File: src/rtl/alu_pkg.sv
// rtl/alu_pkg.sv - opcode map, FSM states and multi-cycle latency for alu_seq
package alu_pkg;

  localparam logic [3:0] OP_AND  = 4'd0;
  localparam logic [3:0] OP_OR   = 4'd1;
  localparam logic [3:0] OP_ADD  = 4'd2;
  localparam logic [3:0] OP_SUB  = 4'd3;
  localparam logic [3:0] OP_MUL  = 4'd4;
  localparam logic [3:0] OP_DIV  = 4'd5;
  localparam logic [3:0] OP_NEG  = 4'd6;
  localparam logic [3:0] OP_NOT  = 4'd7;
  localparam logic [3:0] OP_SHR  = 4'd8;
  localparam logic [3:0] OP_SHRA = 4'd9;
  localparam logic [3:0] OP_SHL  = 4'd10;
  localparam logic [3:0] OP_ROR  = 4'd11;
  localparam logic [3:0] OP_ROL  = 4'd12;

  typedef enum logic [2:0] {
    ST_IDLE,
    ST_SETUP,
    ST_ITER,
    ST_FIX,
    ST_DONE
  } state_t;

  // Accept-to-out_valid edges for MUL/DIV: SETUP + WIDTH ITER steps + FIX.
  function automatic int muldiv_latency(input int width);
    return width + 2;
  endfunction

endpackage

File: src/rtl/alu_seq_mul_div_iter.sv
// rtl/alu_seq_mul_div_iter.sv - iterative signed shift-add multiply / restoring divide
module mul_div_iter #(
  parameter int WIDTH = 32
) (
  input  logic               clk,
  input  logic               reset_n,
  input  logic               start,
  input  logic               op_div,
  input  logic [WIDTH-1:0]   a,
  input  logic [WIDTH-1:0]   b,
  input  logic               setup_en,
  input  logic               iter_en,
  output logic               done,
  output logic [2*WIDTH-1:0] result,
  output logic               div_by_zero
);
  localparam int CW = $clog2(WIDTH);

  logic [WIDTH-1:0] a_q, b_q, mb_q, hi_q, lo_q;
  logic             div_q, sa_q, sb_q;
  logic [CW-1:0]    cnt_q;

  logic [WIDTH:0]     mul_sum, div_sh, div_diff;
  logic [2*WIDTH-1:0] prod;
  logic [WIDTH-1:0]   quot, rem;

  // hi_q is the product high half (MUL) or partial remainder (DIV); lo_q shifts out
  // multiplier bits (MUL) or dividend bits in exchange for quotient bits (DIV).
  assign mul_sum  = {1'b0, hi_q} + (lo_q[0] ? {1'b0, mb_q} : '0);
  assign div_sh   = {hi_q, lo_q[WIDTH-1]};
  assign div_diff = div_sh - {1'b0, mb_q};

  always_ff @(posedge clk) begin
    if (!reset_n) begin
      a_q   <= '0;
      b_q   <= '0;
      div_q <= 1'b0;
      sa_q  <= 1'b0;
      sb_q  <= 1'b0;
      mb_q  <= '0;
      hi_q  <= '0;
      lo_q  <= '0;
      cnt_q <= '0;
    end else begin
      if (start) begin
        a_q   <= a;
        b_q   <= b;
        div_q <= op_div;
      end
      if (setup_en) begin
        sa_q  <= a_q[WIDTH-1];
        sb_q  <= b_q[WIDTH-1];
        mb_q  <= b_q[WIDTH-1] ? ('0 - b_q) : b_q;
        lo_q  <= a_q[WIDTH-1] ? ('0 - a_q) : a_q;
        hi_q  <= '0;
        cnt_q <= '0;
      end
      if (iter_en) begin
        cnt_q <= cnt_q + 1'b1;
        if (div_q) begin
          hi_q <= div_diff[WIDTH] ? div_sh[WIDTH-1:0] : div_diff[WIDTH-1:0];
          lo_q <= {lo_q[WIDTH-2:0], ~div_diff[WIDTH]};
        end else begin
          hi_q <= mul_sum[WIDTH:1];
          lo_q <= {mul_sum[0], lo_q[WIDTH-1:1]};
        end
      end
    end
  end

  assign done = iter_en && (cnt_q == CW'(WIDTH - 1));

  always_comb begin
    prod        = {hi_q, lo_q};
    quot        = (sa_q ^ sb_q) ? ('0 - lo_q) : lo_q;
    rem         = sa_q ? ('0 - hi_q) : hi_q;
    result      = '0;
    div_by_zero = 1'b0;
    if (div_q) begin
      if (b_q == '0) begin
        result      = {a_q, {WIDTH{1'b1}}};
        div_by_zero = 1'b1;
      end else begin
        result = {rem, quot};
      end
    end else begin
      result = (sa_q ^ sb_q) ? ('0 - prod) : prod;
    end
  end

endmodule

File: src/rtl/alu_seq.sv
// rtl/alu_seq.sv - handshaked ALU: single-cycle op mux plus iterative MUL/DIV FSM
module alu_seq
  import alu_pkg::*;
#(
  parameter int WIDTH = 32
) (
  input  logic               clk,
  input  logic               reset_n,
  input  logic               in_valid,
  output logic               in_ready,
  input  logic [3:0]         op_select,
  input  logic [WIDTH-1:0]   a,
  input  logic [WIDTH-1:0]   b,
  output logic               out_valid,
  input  logic               out_ready,
  output logic [2*WIDTH-1:0] result,
  output logic               div_by_zero
);
  localparam int SHW = $clog2(WIDTH);

  state_t             state_q;
  logic [2*WIDTH-1:0] result_q;
  logic               dbz_q;

  logic [SHW-1:0]     sh;
  logic [2*WIDTH-1:0] rot_r, rot_l;
  logic [WIDTH-1:0]   single_res;
  logic               is_md, md_start, md_done, md_dbz;
  logic [2*WIDTH-1:0] md_result;

  assign sh       = b[SHW-1:0];
  assign is_md    = (op_select == OP_MUL) || (op_select == OP_DIV);
  assign md_start = (state_q == ST_IDLE) && in_valid && is_md;

  always_comb begin
    // Rotates fall out of a doubled operand, which also handles sh == 0 cleanly.
    rot_r      = {a, a} >> sh;
    rot_l      = {a, a} << sh;
    single_res = '0;
    case (op_select)
      OP_AND:  single_res = a & b;
      OP_OR:   single_res = a | b;
      OP_ADD:  single_res = a + b;
      OP_SUB:  single_res = a - b;
      OP_NEG:  single_res = '0 - b;
      OP_NOT:  single_res = ~b;
      OP_SHR:  single_res = a >> sh;
      OP_SHRA: single_res = $signed(a) >>> sh;
      OP_SHL:  single_res = a << sh;
      OP_ROR:  single_res = rot_r[WIDTH-1:0];
      OP_ROL:  single_res = rot_l[2*WIDTH-1:WIDTH];
      default: single_res = '0;
    endcase
  end

  mul_div_iter #(.WIDTH(WIDTH)) u_mul_div (
    .clk         (clk),
    .reset_n     (reset_n),
    .start       (md_start),
    .op_div      (op_select == OP_DIV),
    .a           (a),
    .b           (b),
    .setup_en    (state_q == ST_SETUP),
    .iter_en     (state_q == ST_ITER),
    .done        (md_done),
    .result      (md_result),
    .div_by_zero (md_dbz)
  );

  always_ff @(posedge clk) begin
    if (!reset_n) begin
      state_q  <= ST_IDLE;
      result_q <= '0;
      dbz_q    <= 1'b0;
    end else begin
      case (state_q)
        ST_IDLE: begin
          if (in_valid) begin
            if (is_md) begin
              state_q <= ST_SETUP;
            end else begin
              result_q <= {{WIDTH{1'b0}}, single_res};
              dbz_q    <= 1'b0;
              state_q  <= ST_DONE;
            end
          end
        end
        ST_SETUP: state_q <= ST_ITER;
        ST_ITER:  if (md_done) state_q <= ST_FIX;
        ST_FIX: begin
          result_q <= md_result;
          dbz_q    <= md_dbz;
          state_q  <= ST_DONE;
        end
        ST_DONE: begin
          if (out_ready) begin
            dbz_q   <= 1'b0;
            state_q <= ST_IDLE;
          end
        end
        default: state_q <= ST_IDLE;
      endcase
    end
  end

  assign in_ready    = (state_q == ST_IDLE);
  assign out_valid   = (state_q == ST_DONE);
  assign result      = result_q;
  assign div_by_zero = dbz_q;

endmodule
File: config.mk
export PLATFORM = sky130hd
export DESIGN_NAME = alu_seq
export DESIGN_NICKNAME = d
export VERILOG_FILES = /design/src/rtl/alu_pkg.sv /design/src/rtl/alu_seq_mul_div_iter.sv /design/src/rtl/alu_seq.sv
export SDC_FILE = /design/constraint.sdc
export NUM_CORES = 2
export LEC_CHECK = 0
export ABC_AREA = 1
export BUFFER_PORTS_ARGS = -buffer_cell sky130_fd_sc_hd__buf_2
export CORE_UTILIZATION = 30
export CTS_BUF_LIST = sky130_fd_sc_hd__clkbuf_4 sky130_fd_sc_hd__clkbuf_8 sky130_fd_sc_hd__clkbuf_16
export DETAILED_ROUTE_END_ITERATION = 10
export GPL_TIMING_DRIVEN = 0
export HOLD_SLACK_MARGIN = 0.06
export PLACE_DENSITY = 0.43
export RECOVER_POWER = 25
export SLEW_MARGIN = 20
export SYNTH_ARGS = -nofsm -noshare
export SYNTH_HDL_FRONTEND = slang
export SYNTH_SLANG_ARGS = --single-unit
File: constraint.sdc
create_clock -name clk -period 3.5 [get_ports clk]
set_input_delay 0.7 -clock clk [delete_from_list [all_inputs] [get_ports clk]]
set_output_delay 0.7 -clock clk [all_outputs]
set_load 0.02 [all_outputs]
==> metrics <==
multiplexer share of the synthesized area 0; worst reg2reg path startpoint u_mul_div.div_q; Buf+Inv Stages, Crit Path 3; CTS Root Cell clkbuf_16; Max Freq 281 MHz; WS Path Type reg2reg; PortBufs around 140; drt wl/cell about 30 um; Cell Area, Synth about 30,000 um2; status finished with violations; global-route wire length before repair 283 mm; hold depth 2; slew margin rel. 0.146; largest family of logic cells by synthesized area simple AND/OR/NAND/NOR gates; CP max FO 10; dpl hpwl roughly 170 mm; leak pwr 16.5 nW; Ys Warns 0; starting density of the core 0.303; CTS sink cnt 236; die area just over 100,000 um2; number of global-route vias before repair about 37,000; CTS tree built; compound-gate portion of the synthesized area 0.179; Final Hold Vio Count 0; internal reg-to-reg setup slack -60 ps; cts hold-fix bufs 0; register area 4720 um2; Vias/cell between 5 and 6; layout cells sized above 1 0.0584; largest net degree at the start of global routing 14; FF+latch count, synth 236; Hold WC Path Type reg2reg; # IOs around 140; pre-CTS setup slack -1910 ps; nets approximately 5,900; initial drt markers roughly 4,500; CP Data Arrival Time approximately 4000 ps; worst r2r dst result[48]; area share of and/or/nand/nor cells after synthesis 0.443; FF-to-FF path depth 6; worst hold start result[62]; initial antenna violation count 6; Yosys cell types 54; 1st-pass router iterations 6; syn_nets roughly 5,700; Util after Layout 0.339; post-synthesis xor/xnor area fraction 0.0369; cell mode on critical path clkbuf_1; Cells after DPL 6,886; fraction of registers with async set/reset 0; RePlAce Congestion ~1.1; drt total wl ~210 mm; clock-pin slew on the worst setup and hold paths ~60 ps; die width about 320 um; CTS buffer count 28; Filler cells between 10,000 and 15,000; CP Launch Point u_mul_div.div_q; Setup crit end kind flop; maximum VDD drop 0.289 mV; via count about 39,000; Avg Inst Size Synth 5.47 um2; Clock Skew ~26 ps; gr ovfl total 0; slowest CP cell clkbuf_1; Syn Inst Count 5,461; CTS max path bufs 3; maxcap violations 0; register area share after synthesis 0.158; RSZ-0062 raised after global routing yes; Final Cycle Share 1.02; top_reg_cell synth dfxtp_1; PwrDens roughly 350 nW/um2; Setup-failing EPs final 1; number of enable flip-flop cells after synthesis 0; element type at the critical path start flop; worst-path cell chain clkbuf_1 > clkbuf_1 > buf_1 > o21ai_0 > nand3_1 > a21oi_1; Critical Path RT 3970 ps; core area roughly 99,000 um2; area grow syn2layout 11.9%; slowest cell delay on critical path 930 ps; min cycle time layout around 3600 ps; post-route ant nets 0; DRC violations left 0; hold endpoint result[62]; fin cells 6,941; Cell Rows around 120; Adder-Cell Fraction of Synth Area 0.0755; Worst-Skew Late Latency between 600 and 700 ps; delay-heaviest family, CP buffers and inverters; Die Ht 318 um; pins over their slew limit 0; Worst-Margin Slew ~1300 ps; footprint of the multi-input gates 22,200 um2; H-tree lvl count 1; ant diodes 0; failing checks setup timing; gr usage total 0.394; PnR worst setup slack -57.8 ps
-- metrics by stage --
stage                     TNS, ps  hold WS (ps)  area [um2]  power, W
after floorplan                 0           437       29900   0.00594
after global placement     -43030           451       32200   0.00810
after detailed placement   -41150           453       32200   0.00807
after CTS                   -20.7           461       33400    0.0115
after global routing        -11.5           484       33500    0.0121
final                       -57.8           463       33500    0.0116
-- cell usage after synthesis, types with 4 or more instances --
| cell type | count | share of area |
|---|---|---|
| clkinv_1 | 5 | 0.00063 |
| fa_1 | 4 | 0.0027 |
| inv_1 | 565 | 0.071 |
| o21ai_0 | 358 | 0.060 |
| a221oi_1 | 7 | 0.0021 |
| o21ai_1 | 18 | 0.0030 |
| xor2_1 | 102 | 0.030 |
| nand2_2 | 4 | 0.00084 |
| buf_1 | 30 | 0.0038 |
| o22ai_1 | 16 | 0.0033 |
| nand3_1 | 712 | 0.12 |
| xnor2_1 | 22 | 0.0064 |
| buf_6 | 5 | 0.0019 |
| nand2_1 | 1673 | 0.21 |
| nor3_1 | 44 | 0.0074 |
| o21bai_1 | 27 | 0.0068 |
| a21oi_1 | 486 | 0.081 |
| clkbuf_1 | 130 | 0.016 |
| nor3_2 | 4 | 0.0013 |
| nor4_1 | 12 | 0.0025 |
| or2_2 | 17 | 0.0036 |
| nand3b_1 | 33 | 0.0083 |
| a211oi_1 | 6 | 0.0015 |
| nor2_2 | 10 | 0.0021 |
| nor2_4 | 4 | 0.0015 |
| o31ai_1 | 4 | 0.0010 |
| a21o_1 | 8 | 0.0020 |
| ha_1 | 174 | 0.073 |
| nor2_1 | 470 | 0.059 |
| nand4_1 | 91 | 0.019 |
| inv_2 | 13 | 0.0016 |
| buf_2 | 60 | 0.010 |
| a31oi_1 | 37 | 0.0077 |
| o221ai_1 | 7 | 0.0021 |
| buf_4 | 6 | 0.0015 |
| and2_1 | 7 | 0.0015 |
| dfxtp_1 | 236 | 0.16 |
| nand3_2 | 4 | 0.0013 |
| o211ai_1 | 22 | 0.0055 |
-- state kept, by name (all words and copies together), names as in the netlist --
signal and count:
result 64, u_mul_div.a_q 32, u_mul_div.b_q 32, u_mul_div.hi_q 32, u_mul_div.lo_q 32, u_mul_div.mb_q 32, u_mul_div.cnt_q 5, state_q 3
div_by_zero 1, u_mul_div.div_q 1, u_mul_div.sa_q 1, u_mul_div.sb_q 1
-- report_power, final --
part           switching, W  total (W)  leakage, nW  internal, W
sequential         0.000168    0.00299         1.91      0.00282
clock               0.00139    0.00339        0.504      0.00200
combinational       0.00392    0.00524         14.1      0.00131
-- cell type report --
type                    count  area share
clock buffers              36      0.0240
well taps                1287      0.0481
plain buffers             230      0.0307
multi-input cells        4411       0.664
flip-flops and latches    236       0.141
inverters                 583      0.0656
clock inverters            16     0.00692
repair buffers            142      0.0192
-- how the worst max path moves through the flow --
stage,end,slack [ps],cells past startpoint
2_1_floorplan,result[5],480,14
3_3_place_gp,result[6],-2420,14
3_5_place_dp,result[6],-1910,14
4_1_cts,result[14],-20,18
5_1_grt,result[19],-10,17
6_report,result[48],-60,6
-- cell usage in the layout (no fill, tap or decap), types with 5 or more instances in the layout --
cell,count
nor2_4,7
inv_2,13
buf_1,26
nand3_1,700
nand3b_1,33
nand4_1,91
or2_2,17
nand2_1,1666
o21bai_1,25
ha_1,168
buf_4,13
dfxtp_1,236
nand3_2,16
nor3_1,42
a221oi_1,6
bufinv_16,5
nor3_2,5
inv_1,564
buf_2,131
nor2_1,462
o21ai_1,22
buf_6,7
nor4_1,12
a21oi_2,13
nor2_2,15
xor2_1,102
o22ai_1,16
clkbuf_1,190
xnor2_1,22
a21oi_1,476
a211oi_1,6
a21o_1,8
a31oi_1,37
o211ai_1,22
and2_1,6
clkbuf_16,29
nand2_2,10
o221ai_1,7
o21ai_0,351
-- per-layer routing --
metal / global-route usage / share of wire
met4: 0.324 / 0.097
met1: 0.478 / 0.40
met3: 0.0574 / 0.074
met5: 0 / 0.00013
met2: 0.620 / 0.43
-- what timing repair did --
item | 4_1_cts | 5_1_grt
gates resized for setup | 41 | 50
pin swaps | 4 | 10
setup buffers | 1 | 3
setup endpoints to repair | 29 | 30
-- kinds of logic (layout without fill, tap and decap cells) --
kind of cell / Yosys count / in the layout
flops: 236 / 236
compound gates: 1007 / 1007
fa+ha+maj: 178 / 178
simple gates: 3101 / 3101
xor+xnor: 125 / 125
buf+inv: 814 / 1007
-- tightest hold or removal path, delay by kind of cell, from the launching register on --
family,cells,cell delay (ps)
compound gates,1,50
flops,1,310
simple gates,1,60
(Power assumes the default switching activity.)
